File: src/rtl/mksync_pkg.sv
// rtl/mksync_pkg.sv - shared defaults and packed-vector helper for mksync_multi
package mksync_pkg;

    localparam int CH_DEF      = 2;
    localparam int CW_DEF      = 13;
    localparam bit IN_SYNC_DEF = 1'b1;

    // Widest packed per-channel vector (8 channels x 16 bits).
    localparam int MAXW = 128;

    // Shifts a packed per-channel vector so channel i lands in the low bits;
    // the caller truncates the result to its field width.
    function automatic logic [MAXW-1:0] ch_field(input logic [MAXW-1:0] v, input int i, input int w);
        return v >> (i * w);
    endfunction

endpackage

File: src/rtl/mksync_multi_if.sv
// rtl/mksync_multi_if.sv - blank/sync bus between a video source and mksync_multi
interface mksync_multi_if
    import mksync_pkg::*;
#(
    parameter int CH = CH_DEF,
    parameter int CW = CW_DEF
) ();

    logic [CH-1:0]    nBLANK;
    logic [CH*CW-1:0] CON;
    logic [CH*CW-1:0] COFF;
    logic [CH-1:0]    POL;
    logic [CH-1:0]    nSYNC;
    logic             nCSYNC;
    logic [CH*CW-1:0] BLEN;
    logic [CH-1:0]    BLEN_VLD;

    modport master (
        output nBLANK, CON, COFF, POL,
        input  nSYNC, nCSYNC, BLEN, BLEN_VLD
    );

    modport slave (
        input  nBLANK, CON, COFF, POL,
        output nSYNC, nCSYNC, BLEN, BLEN_VLD
    );

endinterface

File: src/rtl/mksync_ch.sv
// rtl/mksync_ch.sv - one blank-to-sync channel: sync-in, counter, shadow offsets, compare, length capture
module mksync_ch
    import mksync_pkg::*;
#(
    parameter int CW      = CW_DEF,
    parameter bit IN_SYNC = IN_SYNC_DEF
) (
    input  logic          CLK,
    input  logic          nRST,
    input  logic          nblank,
    input  logic [CW-1:0] con,
    input  logic [CW-1:0] coff,
    output logic          s,
    output logic [CW-1:0] blen,
    output logic          blen_vld
);

    localparam logic [CW-1:0] CNT_MAX = '1;

    logic          bl;
    logic          bl_q;
    logic [CW-1:0] cnt;
    logic [CW-1:0] con_s;
    logic [CW-1:0] coff_s;

    generate
        if (IN_SYNC) begin : g_sync
            logic [1:0] sync_q;
            // Two-flop synchroniser, reset to idle so release never looks like a blank.
            always_ff @(posedge CLK or negedge nRST) begin
                if (!nRST) sync_q <= 2'b11;
                else       sync_q <= {sync_q[0], nblank};
            end
            assign bl = sync_q[1];
        end else begin : g_nosync
            assign bl = nblank;
        end
    endgenerate

    // Idle: clear the counter and track the offsets; blank: count up to saturation and freeze offsets.
    always_ff @(posedge CLK or negedge nRST) begin
        if (!nRST) begin
            cnt    <= '0;
            con_s  <= '0;
            coff_s <= '0;
        end else if (bl) begin
            cnt    <= '0;
            con_s  <= con;
            coff_s <= coff;
        end else if (cnt != CNT_MAX) begin
            cnt    <= cnt + 1'b1;
        end
    end

    // Sync is active strictly between the two offsets while blanking.
    always_ff @(posedge CLK or negedge nRST) begin
        if (!nRST) s <= 1'b0;
        else       s <= !bl && (con_s < cnt) && (cnt < coff_s);
    end

    // On the first idle cycle after a blank, capture its (saturated) length and strobe once.
    always_ff @(posedge CLK or negedge nRST) begin
        if (!nRST) begin
            bl_q     <= 1'b1;
            blen     <= '0;
            blen_vld <= 1'b0;
        end else begin
            bl_q     <= bl;
            blen_vld <= bl & ~bl_q;
            if (bl && !bl_q) blen <= cnt;
        end
    end

endmodule

File: src/rtl/mksync_multi.sv
// rtl/mksync_multi.sv - multi-channel blank-to-sync generator with composite sync
module mksync_multi
    import mksync_pkg::*;
#(
    parameter int CH      = CH_DEF,
    parameter int CW      = CW_DEF,
    parameter bit IN_SYNC = IN_SYNC_DEF
) (
    input  logic          CLK,
    input  logic          nRST,
    mksync_multi_if.slave bus
);

    logic [CH-1:0] s;
    logic [CH-1:0] vld;
    logic [CW-1:0] blen [CH];
    logic          ncsync_q;

    generate
        for (genvar i = 0; i < CH; i++) begin : g_ch
            logic [CW-1:0] con_i;
            logic [CW-1:0] coff_i;

            assign con_i  = CW'(ch_field(MAXW'(bus.CON), i, CW));
            assign coff_i = CW'(ch_field(MAXW'(bus.COFF), i, CW));

            mksync_ch #(.CW(CW), .IN_SYNC(IN_SYNC)) u_ch (
                .CLK      (CLK),
                .nRST     (nRST),
                .nblank   (bus.nBLANK[i]),
                .con      (con_i),
                .coff     (coff_i),
                .s        (s[i]),
                .blen     (blen[i]),
                .blen_vld (vld[i])
            );
        end
    endgenerate

    // Composite sync follows the channel syncs one cycle later, regardless of polarity.
    always_ff @(posedge CLK or negedge nRST) begin
        if (!nRST) ncsync_q <= 1'b1;
        else       ncsync_q <= ~|s;
    end

    // Flatten per-channel lengths onto the packed bus.
    always_comb begin
        bus.BLEN = '0;
        for (int i = 0; i < CH; i++) bus.BLEN[i*CW +: CW] = blen[i];
    end

    // Polarity is applied after the register so a POL change shows immediately.
    assign bus.nSYNC    = ~(s ^ bus.POL);
    assign bus.nCSYNC   = ncsync_q;
    assign bus.BLEN_VLD = vld;

endmodule

File: src/flat_wrapper.sv
// flat-port wrapper written by rule: the top's interface ports become plain ports
module mksync_multi_flat import mksync_pkg::*;
#(
    parameter int CH      = CH_DEF,
    parameter int CW      = CW_DEF,
    parameter bit IN_SYNC = IN_SYNC_DEF
)
  (CLK, nRST, bus_nBLANK, bus_CON, bus_COFF, bus_POL, bus_nSYNC, bus_nCSYNC, bus_BLEN, bus_BLEN_VLD);
  mksync_multi_if #(.CH(CH), .CW(CW)) bus_i ();
  input  logic CLK;
  input  logic nRST;
  input wire logic [$bits(bus_i.nBLANK)-1:0] bus_nBLANK;
  input wire logic [$bits(bus_i.CON)-1:0] bus_CON;
  input wire logic [$bits(bus_i.COFF)-1:0] bus_COFF;
  input wire logic [$bits(bus_i.POL)-1:0] bus_POL;
  output wire logic [$bits(bus_i.nSYNC)-1:0] bus_nSYNC;
  output wire logic [$bits(bus_i.nCSYNC)-1:0] bus_nCSYNC;
  output wire logic [$bits(bus_i.BLEN)-1:0] bus_BLEN;
  output wire logic [$bits(bus_i.BLEN_VLD)-1:0] bus_BLEN_VLD;
  assign bus_i.nBLANK = bus_nBLANK;
  assign bus_i.CON = bus_CON;
  assign bus_i.COFF = bus_COFF;
  assign bus_i.POL = bus_POL;
  assign bus_nSYNC = bus_i.nSYNC;
  assign bus_nCSYNC = bus_i.nCSYNC;
  assign bus_BLEN = bus_i.BLEN;
  assign bus_BLEN_VLD = bus_i.BLEN_VLD;
  mksync_multi #(.CH(CH), .CW(CW), .IN_SYNC(IN_SYNC)) u_core (.CLK(CLK), .nRST(nRST), .bus(bus_i));
endmodule
File: config.mk
export PLATFORM = sky130hd
export DESIGN_NAME = mksync_multi_flat
export DESIGN_NICKNAME = d
export VERILOG_FILES = /design/src/rtl/mksync_pkg.sv /design/src/rtl/mksync_multi_if.sv /design/src/rtl/mksync_ch.sv /design/src/rtl/mksync_multi.sv /design/src/flat_wrapper.sv
export SDC_FILE = /design/constraint.sdc
export NUM_CORES = 1
export LEC_CHECK = 0
export ABC_AREA = 1
export BUFFER_PORTS_ARGS = -buffer_cell sky130_fd_sc_hd__buf_2
export CAP_MARGIN = 20
export CORE_ASPECT_RATIO = 1.5
export CORE_MARGIN = 2
export CORE_UTILIZATION = 57
export DETAILED_ROUTE_END_ITERATION = 10
export HOLD_SLACK_MARGIN = 0.15
export PLACE_DENSITY = 0.9
export SLEW_MARGIN = 20
export SYNTH_ARGS = -nofsm -noshare
export SYNTH_HDL_FRONTEND = slang
export SYNTH_SLANG_ARGS = --single-unit
File: constraint.sdc
create_clock -name CLK -period 2 [get_ports CLK]
set_clock_uncertainty 0.15 [all_clocks]
set_input_delay 0.4 -clock CLK [delete_from_list [all_inputs] [get_ports CLK]]
set_output_delay 0.4 -clock CLK [all_outputs]
set_load 0.005 [all_outputs]
# Yosys cells after proc, flatten, opt, wreduce, memory -nomap -nowiden

Cells that the tools add are included.

Logic and storage cells: 49
Bits in registers: 115
Output and inout bits: 31
Input bits: 58

Magnitude comparators: 4
Reductions and logical operators: 14
Multiplexer cells: 4
Bitwise gates (word level): 6
Eq/ne operators: 2
Add/subtract/negate cells: 2

Operator list:

| cell                                          | count |
|---|---|
| less-than comparator 13 bit                   | 4 |
| two-way mux 13 bit                            | 4 |
| adder 13 x 1 -> 13 bit, second input constant | 2 |
| inequality test 13 bit, second input constant | 2 |
| logical AND 1 bit                             | 6 |
| zero test 1 bit                               | 5 |
| nonzero test 2 bit                            | 2 |
| AND 1 bit                                     | 2 |
| NOT 1 bit                                     | 2 |
| NOT 2 bit                                     | 1 |
| OR reduction 2 bit                            | 1 |
| bitwise XOR 2 bit                             | 1 |

# Longest topological paths before layout

Gate-level depths: netlist of the first run.

Word-level depth: 3
Mapped depth: 9

# By module

Synthesis of the first run repeated with hierarchy kept, for this count alone.

Cells, all modules: 738
Area, all modules: 5941.9 um^2

By module, submodules not included:

| module                          | cells an instance | seq. area each (um^2) | area each (um^2) | times used |
|---|---|---|---|---|
| mksync_ch (u_core.g_ch[1].u_ch) | 363               | 1430.1                | 2937.8           | 1 |
| mksync_ch (u_core.g_ch[0].u_ch) | 363               | 1430.1                | 2936.6           | 1 |
| mksync_multi                    | 12                | 26.3                  | 67.6             | 1 |

# Least setup slack after synthesis of the first run

Ideal clock, no wire load.

Path kind: flip-flop to flip-flop
Start point: register u_core.g_ch[0].u_ch.cnt[0]
End point: register u_core.g_ch[0].u_ch.cnt[10]
Stages on the path, launching flop included: 7
Slack: 0.505 ns
Arrival time: 1.280 ns
Cells stage by stage: dfrtp_1 ha_1 nand3_2 nor3_4 nand3_2 buf_6 nand2_1

Cells in the longest elaborated chain, start to end: 3
Elaborated cells between the ends (all ways): 5
Classes of those cells: 1 x add/sub; 1 x eq/ne; 2 x mux; 1 x reduce/logical

RTL lines:

| what                   | RTL line        | source |
|---|---|---|
| start, declared        | mksync_ch.sv:22 | `logic [CW-1:0] cnt;` |
| start signal, assigned | mksync_ch.sv:51 | `cnt <= cnt + 1'b1;` |
| adder 13 x 1 -> 13 bit | mksync_ch.sv:51 |  |
| two-way mux 13 bit     | mksync_ch.sv:50 | `end else if (cnt != CNT_MAX) begin` |
| two-way mux 13 bit     | mksync_ch.sv:46 | `end else if (bl) begin` |

Parallel ways exist; a longest one is shown, timed or not. The select of a mux whose other input is x is not followed.
A chain may end at the register's enable or synchronous reset.

# Worst setup path in the final report of the first run

Start point: register u_core.g_ch[0].u_ch.cnt[0]
End point: register u_core.g_ch[0].u_ch.cnt[1]

The elaborated chain is that of the path after synthesis.

==> results of run 1 <==
## state kept, by name (all words and copies together) (netlist names)
name                            count
u_core.bus.nCSYNC                   1
u_core.g_ch.u_ch.bl_q               2
u_core.g_ch.u_ch.blen              26
u_core.g_ch.u_ch.blen_vld           2
u_core.g_ch.u_ch.cnt               26
u_core.g_ch.u_ch.coff_s            26
u_core.g_ch.u_ch.con_s             26
u_core.g_ch.u_ch.g_sync.sync_q      4
u_core.g_ch.u_ch.s                  2
## layout by cell type, fill, tap and decap left out, types with 3 or more instances in the layout
| master | instances |
|---|---|
| dfstp_2 | 7 |
| clkinv_2 | 3 |
| clkbuf_8 | 3 |
| inv_2 | 5 |
| inv_1 | 85 |
| nor2_2 | 3 |
| buf_2 | 87 |
| dfrtp_1 | 108 |
| nand4_1 | 6 |
| nand2_1 | 283 |
| bufinv_16 | 3 |
| ha_1 | 50 |
| nor2_1 | 30 |
| o21ai_0 | 59 |
| buf_4 | 11 |
| a21oi_1 | 16 |
| dlygate4sd3_1 | 55 |
| nand3_1 | 45 |
| clkbuf_16 | 17 |
## cell type report
type	instances	area [µm²]	area share
Clock buffer	22	474	0.0618
Clock inverter	9	129	0.0168
Inverter	90	338	0.0440
Multi-Input combinational cell	506	2590	0.338
Sequential cell	115	2890	0.376
Tap cell	117	146	0.0191
Timing Repair Buffer	155	1110	0.144
## how the worst max path moves through the flow
stage                                           start                                      end  slack, ns  depth (start not counted)
2_1_floorplan  u_core.g_ch[0].u_ch.cnt[0]$_DFFE_PN0P_  u_core.g_ch[0].u_ch.cnt[10]$_DFFE_PN0P_       0.51                          6
3_5_place_dp   u_core.g_ch[0].u_ch.cnt[0]$_DFFE_PN0P_   u_core.g_ch[0].u_ch.cnt[1]$_DFFE_PN0P_       0.17                          5
6_report       u_core.g_ch[0].u_ch.cnt[0]$_DFFE_PN0P_   u_core.g_ch[0].u_ch.cnt[1]$_DFFE_PN0P_       0.19                          5
3_3_place_gp   u_core.g_ch[0].u_ch.cnt[0]$_DFFE_PN0P_   u_core.g_ch[0].u_ch.cnt[0]$_DFFE_PN0P_       0.23                          5
5_1_grt        u_core.g_ch[0].u_ch.cnt[0]$_DFFE_PN0P_   u_core.g_ch[0].u_ch.cnt[1]$_DFFE_PN0P_       0.04                          5
4_1_cts        u_core.g_ch[0].u_ch.cnt[0]$_DFFE_PN0P_   u_core.g_ch[0].u_ch.cnt[1]$_DFFE_PN0P_       0.14                          5
## worst max-delay path, cell delays in order (launching register included)
cell and delay, ns:
dfrtp_1 0.44, ha_1 0.33, nand3_2 0.15, nor3_4 0.26, nand3_4 0.21, o21ai_0 0.20
## logic make-up (layout without fill, tap and decap cells)
logic type / count (synthesis) / after routing / share of synthesized area
AND/OR/NAND/NOR: 378 / 378 / 0.264
flip-flops: 115 / 115 / 0.488
adder cells (fa/ha/maj): 50 / 50 / 0.106
XOR/XNOR: 2 / 2 / 0.00296
AO/OA/AOI/OAI: 76 / 76 / 0.0645
buffers and inverters: 112 / 276 / 0.0757
## per-layer routing
metal  vias up  track usage  wire, µm
met2       168        0.547      8320
li1       2608            -         -
met5         -            0         0
met3        61       0.0635       581
met4         0        0.200       900
met1      2536        0.274      5380
## what timing repair did
action,in CTS,in global routing
hold endpoints to repair,84,0
resized for setup,0,1
setup endpoints to repair,0,2
hold buffers,55,0
## report_power, final
part	switching [mW]	leakage, nW	total [mW]	internal [mW]
sequential	0.0768	1.47	2.55	2.47
combinational	0.395	2.39	0.703	0.308
clock	1.03	0.292	3.07	2.04
==> impl_metrics.py, run 1 <==
metrics = {
    "run_status": {
        "status": "completed",
    },
    "synthesis": {
        "ys_seq_elements": 115,
        "ys_async_sr_fraction": 1.00,
        "synth_edf_count": 0,
        "syn_nets": 841,
        "synthesis.area_mm2": 0.00592,
        "yosysTopAreaCellShare": 0.457,
        "yosysWarnings": 0,
        "synth-seq-area-share": 0.488,
        "syn_inst": 733,
        "ys_types": 25,
        "netlist_top_cells_area": "dfrtp_1, nand2_1, ha_1, inv_1, o21ai_0",
        "synth_top_flop_cell": "dfrtp_1",
        "syn_avg_cell_area_um2": 8.08,
        "synth_area_leader_cell": "dfrtp_1",
        "synth_top_cells_by_count": "nand2_1, dfrtp_1, inv_1, o21ai_0, ha_1",
        "yosysMostFrequentCell": "nand2_1",
    },
    "grt": {
        "grt_max_degree": 44,
        "antenna_found_initial": 0,
        "grt_pass1_wl_um": 25000,
        "grt_pass1_vias": 5613,
        "overflow": 0,
        "grt_usage": 0.293,
    },
    "finish": {
        "final_area_mm2": 0.00767,
        "fin_nets": 993,
        "diodes": 0,
        "fin_util": 0.757,
        "drive_gt1_frac": 0.171,
        "fill_cells": 695,
        "fin_cells": 1014,
        "syn2layout_area_growth_pct": 29.7,
    },
    "timing": {
        "final.setup.worst_slack_ns": 0.186,
        "max_slew_margin": 0.608,
        "whs_ns": 0.203,
        "setup_viol": 0,
        "rsz0062_at_grt": "no",
        "fin_crit_ns": 1.81,
        "clock.fmax_ghz": 0.551,
        "hold_viol_final": 0,
        "timing.setup.tns_ns": 0,
        "period_share": 0.907,
        "drv_slew": 0,
        "worst_pin_slew_ns": 0.588,
    },
    "placed_design": {
        "dp_slack_ns": 0.169,
        "gp_congestion": 0.922,
        "hpwl_um": 10300,
        "portBuffers": 88,
        "placedCellCount": 928,
        "place_area_mm2": 0.00651,
    },
    "routing": {
        "via_count": 5373,
        "drc": 0,
        "vias_per_cell": 5.30,
        "drt_iter0_markers": 253,
        "wl_per_cell_um": 15.0,
        "drtPass1Iterations": 5,
        "antenna_left": 0,
        "drt_wl_total_um": 15200,
    },
    "pwr": {
        "vdd_drop_max_mv": 0.601,
        "total_leakage_power_nw": 4.16,
        "power_mw": 6.32,
        "power-per-cell-area_mw_per_mm2": 824,
    },
    "worst_hold_path": {
        "hold_path_end": "u_core.g_ch[1].u_ch.g_sync.sync_q[1]$_DFF_PN1_",
        "holdCritStartpoint": "u_core.g_ch[1].u_ch.g_sync.sync_q[0]$_DFF_PN1_",
        "hold_depth": 0,
        "hp-class": "reg2reg",
    },
    "setup_path": {
        "worstSetupPathType": "reg2reg",
        "reg2reg_from": "u_core.g_ch[0].u_ch.cnt[0]$_DFFE_PN0P_",
        "worstPathArrival_ns": 1.99,
        "r2r_cells": 5,
        "r2r-end": "u_core.g_ch[0].u_ch.cnt[1]$_DFFE_PN0P_",
        "endpoint_kind": "flip-flop",
        "reg2reg_setup_slack_ns": 0.19,
        "start_kind": "flip-flop",
        "crit_required_ns": 2.18,
        "critPathMaxFanout": 12,
    },
    "clocking": {
        "clock_latency_ns": 0.41,
        "clock_path_buffers": 2,
        "clk_pin_slew_ns": 0.05,
        "tritoncts": "done",
        "post-cts-setup-buffers": 0,
        "cts-root-buf": "clkbuf_16",
        "cts_buffers": 17,
        "ctsHtreeMaxLevel": 4,
        "cts_sinks": 115,
    },
    "floorplan": {
        "die_area_mm2": 0.0112,
        "core_mm2": 0.0101,
        "ioPinCount": 89,
        "die_w_um": 87.2,
        "fp-row-count": 45,
        "die_h_um": 129,
        "initial_core_util": 0.584,
    },
    "flow_run": {
        "cap_violations": 0,
    },
}
(Power assumes the default switching activity.)
==> run 2, diff against run 1 <==
--- a/config.mk
+++ b/config.mk
@@ -9,7 +9,6 @@
 export BUFFER_PORTS_ARGS = -buffer_cell sky130_fd_sc_hd__buf_2
 export CAP_MARGIN = 20
 export CORE_ASPECT_RATIO = 1.5
-export CORE_MARGIN = 2
 export CORE_UTILIZATION = 57
 export DETAILED_ROUTE_END_ITERATION = 10
 export HOLD_SLACK_MARGIN = 0.15
==> impl_metrics.py, run 2 (synthesis gave the netlist of run 1 again) <==
metrics = {
    "clocking": {
        "ctsResizeCount": 0,
        "clock_path_buffers": 2,
        "clk_pin_slew_ns": 0.05,
        "cts_buffers": 17,
        "tritoncts": "done",
        "post-cts-setup-buffers": 0,
        "clock_latency_ns": 0.42,
        "ctsHtreeMaxLevel": 4,
        "cts_sinks": 115,
        "cts-root-buf": "clkbuf_16",
    },
    "pwr": {
        "power_mw": 6.44,
        "power-per-cell-area_mw_per_mm2": 838,
        "vdd_drop_max_mv": 0.644,
        "total_leakage_power_nw": 4.17,
    },
    "setup_path": {
        "critPathMaxFanout": 12,
        "start_kind": "flip-flop",
        "r2r-end": "u_core.g_ch[0].u_ch.cnt[0]$_DFFE_PN0P_",
        "worstSetupPathType": "reg2reg",
        "critical_path.endpoint": "u_core.g_ch[0].u_ch.cnt[0]$_DFFE_PN0P_",
        "worstPathArrival_ns": 2.02,
        "endpoint_kind": "flip-flop",
        "r2r_cells": 5,
        "reg2reg_from": "u_core.g_ch[0].u_ch.cnt[0]$_DFFE_PN0P_",
        "cp-startpoint": "u_core.g_ch[0].u_ch.cnt[0]$_DFFE_PN0P_",
        "reg2reg_setup_slack_ns": 0.15,
        "crit_required_ns": 2.17,
    },
    "finish": {
        "fin_util": 0.758,
        "diodes": 0,
        "syn2layout_area_growth_pct": 29.8,
        "multi_input_area_mm2": 0.00258,
        "fin_nets": 992,
        "final_area_mm2": 0.00768,
        "layout_commonest_cell": "nand2_1",
        "layout_common_cells": "nand2_1, dfrtp_1, buf_2",
        "drive_gt1_frac": 0.171,
        "fill_cells": 704,
        "seq_area_mm2": 0.00289,
    },
    "grt": {
        "overflow": 0,
        "grt_max_degree": 41,
        "antenna_found_initial": 0,
        "grt_pass1_wl_um": 24800,
        "grt_usage": 0.304,
        "grt_pass1_vias": 5429,
    },
    "timing": {
        "clock.fmax_ghz": 0.542,
        "setup_viol": 0,
        "fin_crit_ns": 1.85,
        "hold_viol_final": 0,
        "max_slew_margin": 0.743,
        "worst_pin_slew_ns": 0.385,
        "rsz0062_at_grt": "no",
        "timing.setup.tns_ns": 0,
        "period_share": 0.923,
        "drv_slew": 0,
    },
    "routing": {
        "drc": 0,
        "antenna_left": 0,
        "drtPass1Iterations": 5,
        "drt_iter0_markers": 246,
        "vias_per_cell": 5.30,
        "drt_wl_total_um": 15100,
        "via_count": 5370,
        "wl_per_cell_um": 14.9,
    },
    "worst_hold_path": {
        "hold_depth": 0,
        "hp-class": "reg2reg",
    },
    "run_status": {
        "status": "completed",
    },
    "placed_design": {
        "gp_congestion": 0.908,
        "portBuffers": 88,
        "hpwl_um": 10100,
        "place_area_mm2": 0.00651,
    },
    "floorplan": {
        "initial_core_util": 0.584,
        "die_area_mm2": 0.0108,
        "core_mm2": 0.0101,
        "die_h_um": 127,
        "die_w_um": 85.2,
        "ioPinCount": 89,
        "fp-row-count": 45,
    },
    "flow_run": {
        "cap_violations": 0,
    },
}
==> run 2: cell types whose count changed in the layout (fill, tap and decap cells not counted) <==
cell	delta
bufinv_16	+1
clkinvlp_4	-2
clkinv_2	+2
buf_4	-1
nand3_4	-1
nand3_2	+1
==> run 2: critical path, stage by stage (launching register included) <==
cell and delay [ns]:
dfrtp_1 0.42, ha_1 0.33, nand3_2 0.15, nor3_4 0.22, nand3_2 0.27, o21ai_0 0.22
==> run 2: report_power, final <==
part / internal [mW] / total [mW] / switching [mW]
clock network: 2.17 / 3.20 / 1.03
logic: 0.308 / 0.692 / 0.384
registers: 2.47 / 2.55 / 0.0794
total: 4.95 / 6.44 / 1.49
==> run 2: final cells by class <==
class	instances	share of cell area
Clock buffer	22	0.0617
Clock inverter	10	0.0200
Inverter	90	0.0440
Multi-Input combinational cell	506	0.336
Sequential cell	115	0.376
Tap cell	117	0.0190
Timing Repair Buffer	154	0.143
==> run 2: per-stage QoR <==
stage	std cells	setup slack (ns)	hold WS (ns)
3_5_place_dp	927	0.194	0.183
6_report	1014	0.155	0.207
2_1_floorplan	733	0.505	-0.0456
3_3_place_gp	927	0.250	0.185
4_1_cts	1014	0.163	0.209
5_1_grt	1014	0.0135	0.216
==> run 2: per-layer routing <==
metal  track usage  up-vias  wire [µm]
met5             0        -          0
met4         0.208        0        878
met3        0.0501       69        649
met2         0.571      199       8350
met1         0.297     2483       5230
li1              -     2619          -
==> run 2: worst min path at each step <==
| stage | slack (ns) | end | from |
|---|---|---|---|
| after global routing | 0.22 | u_core.g_ch[0].u_ch.g_sync.sync_q[1]$_DFF_PN1_ | u_core.g_ch[0].u_ch.g_sync.sync_q[0]$_DFF_PN1_ |
| after CTS | 0.21 | u_core.g_ch[0].u_ch.g_sync.sync_q[1]$_DFF_PN1_ | u_core.g_ch[0].u_ch.g_sync.sync_q[0]$_DFF_PN1_ |
| after detailed placement | 0.18 | u_core.g_ch[1].u_ch.blen[2]$_DFFE_PN0P_ | nRST |
| after floorplan | -0.05 | u_core.g_ch[0].u_ch.blen[0]$_DFFE_PN0P_ | nRST |
| final | 0.21 | u_core.g_ch[0].u_ch.g_sync.sync_q[1]$_DFF_PN1_ | u_core.g_ch[0].u_ch.g_sync.sync_q[0]$_DFF_PN1_ |
| after global placement | 0.18 | u_core.g_ch[1].u_ch.cnt[1]$_DFFE_PN0P_ | nRST |
==> run 2: timing repair <==
item / CTS / global route
endpoints found under the setup margin: 0 / 0
hold endpoints to repair: 144 / 0
hold buffers: 55 / 0
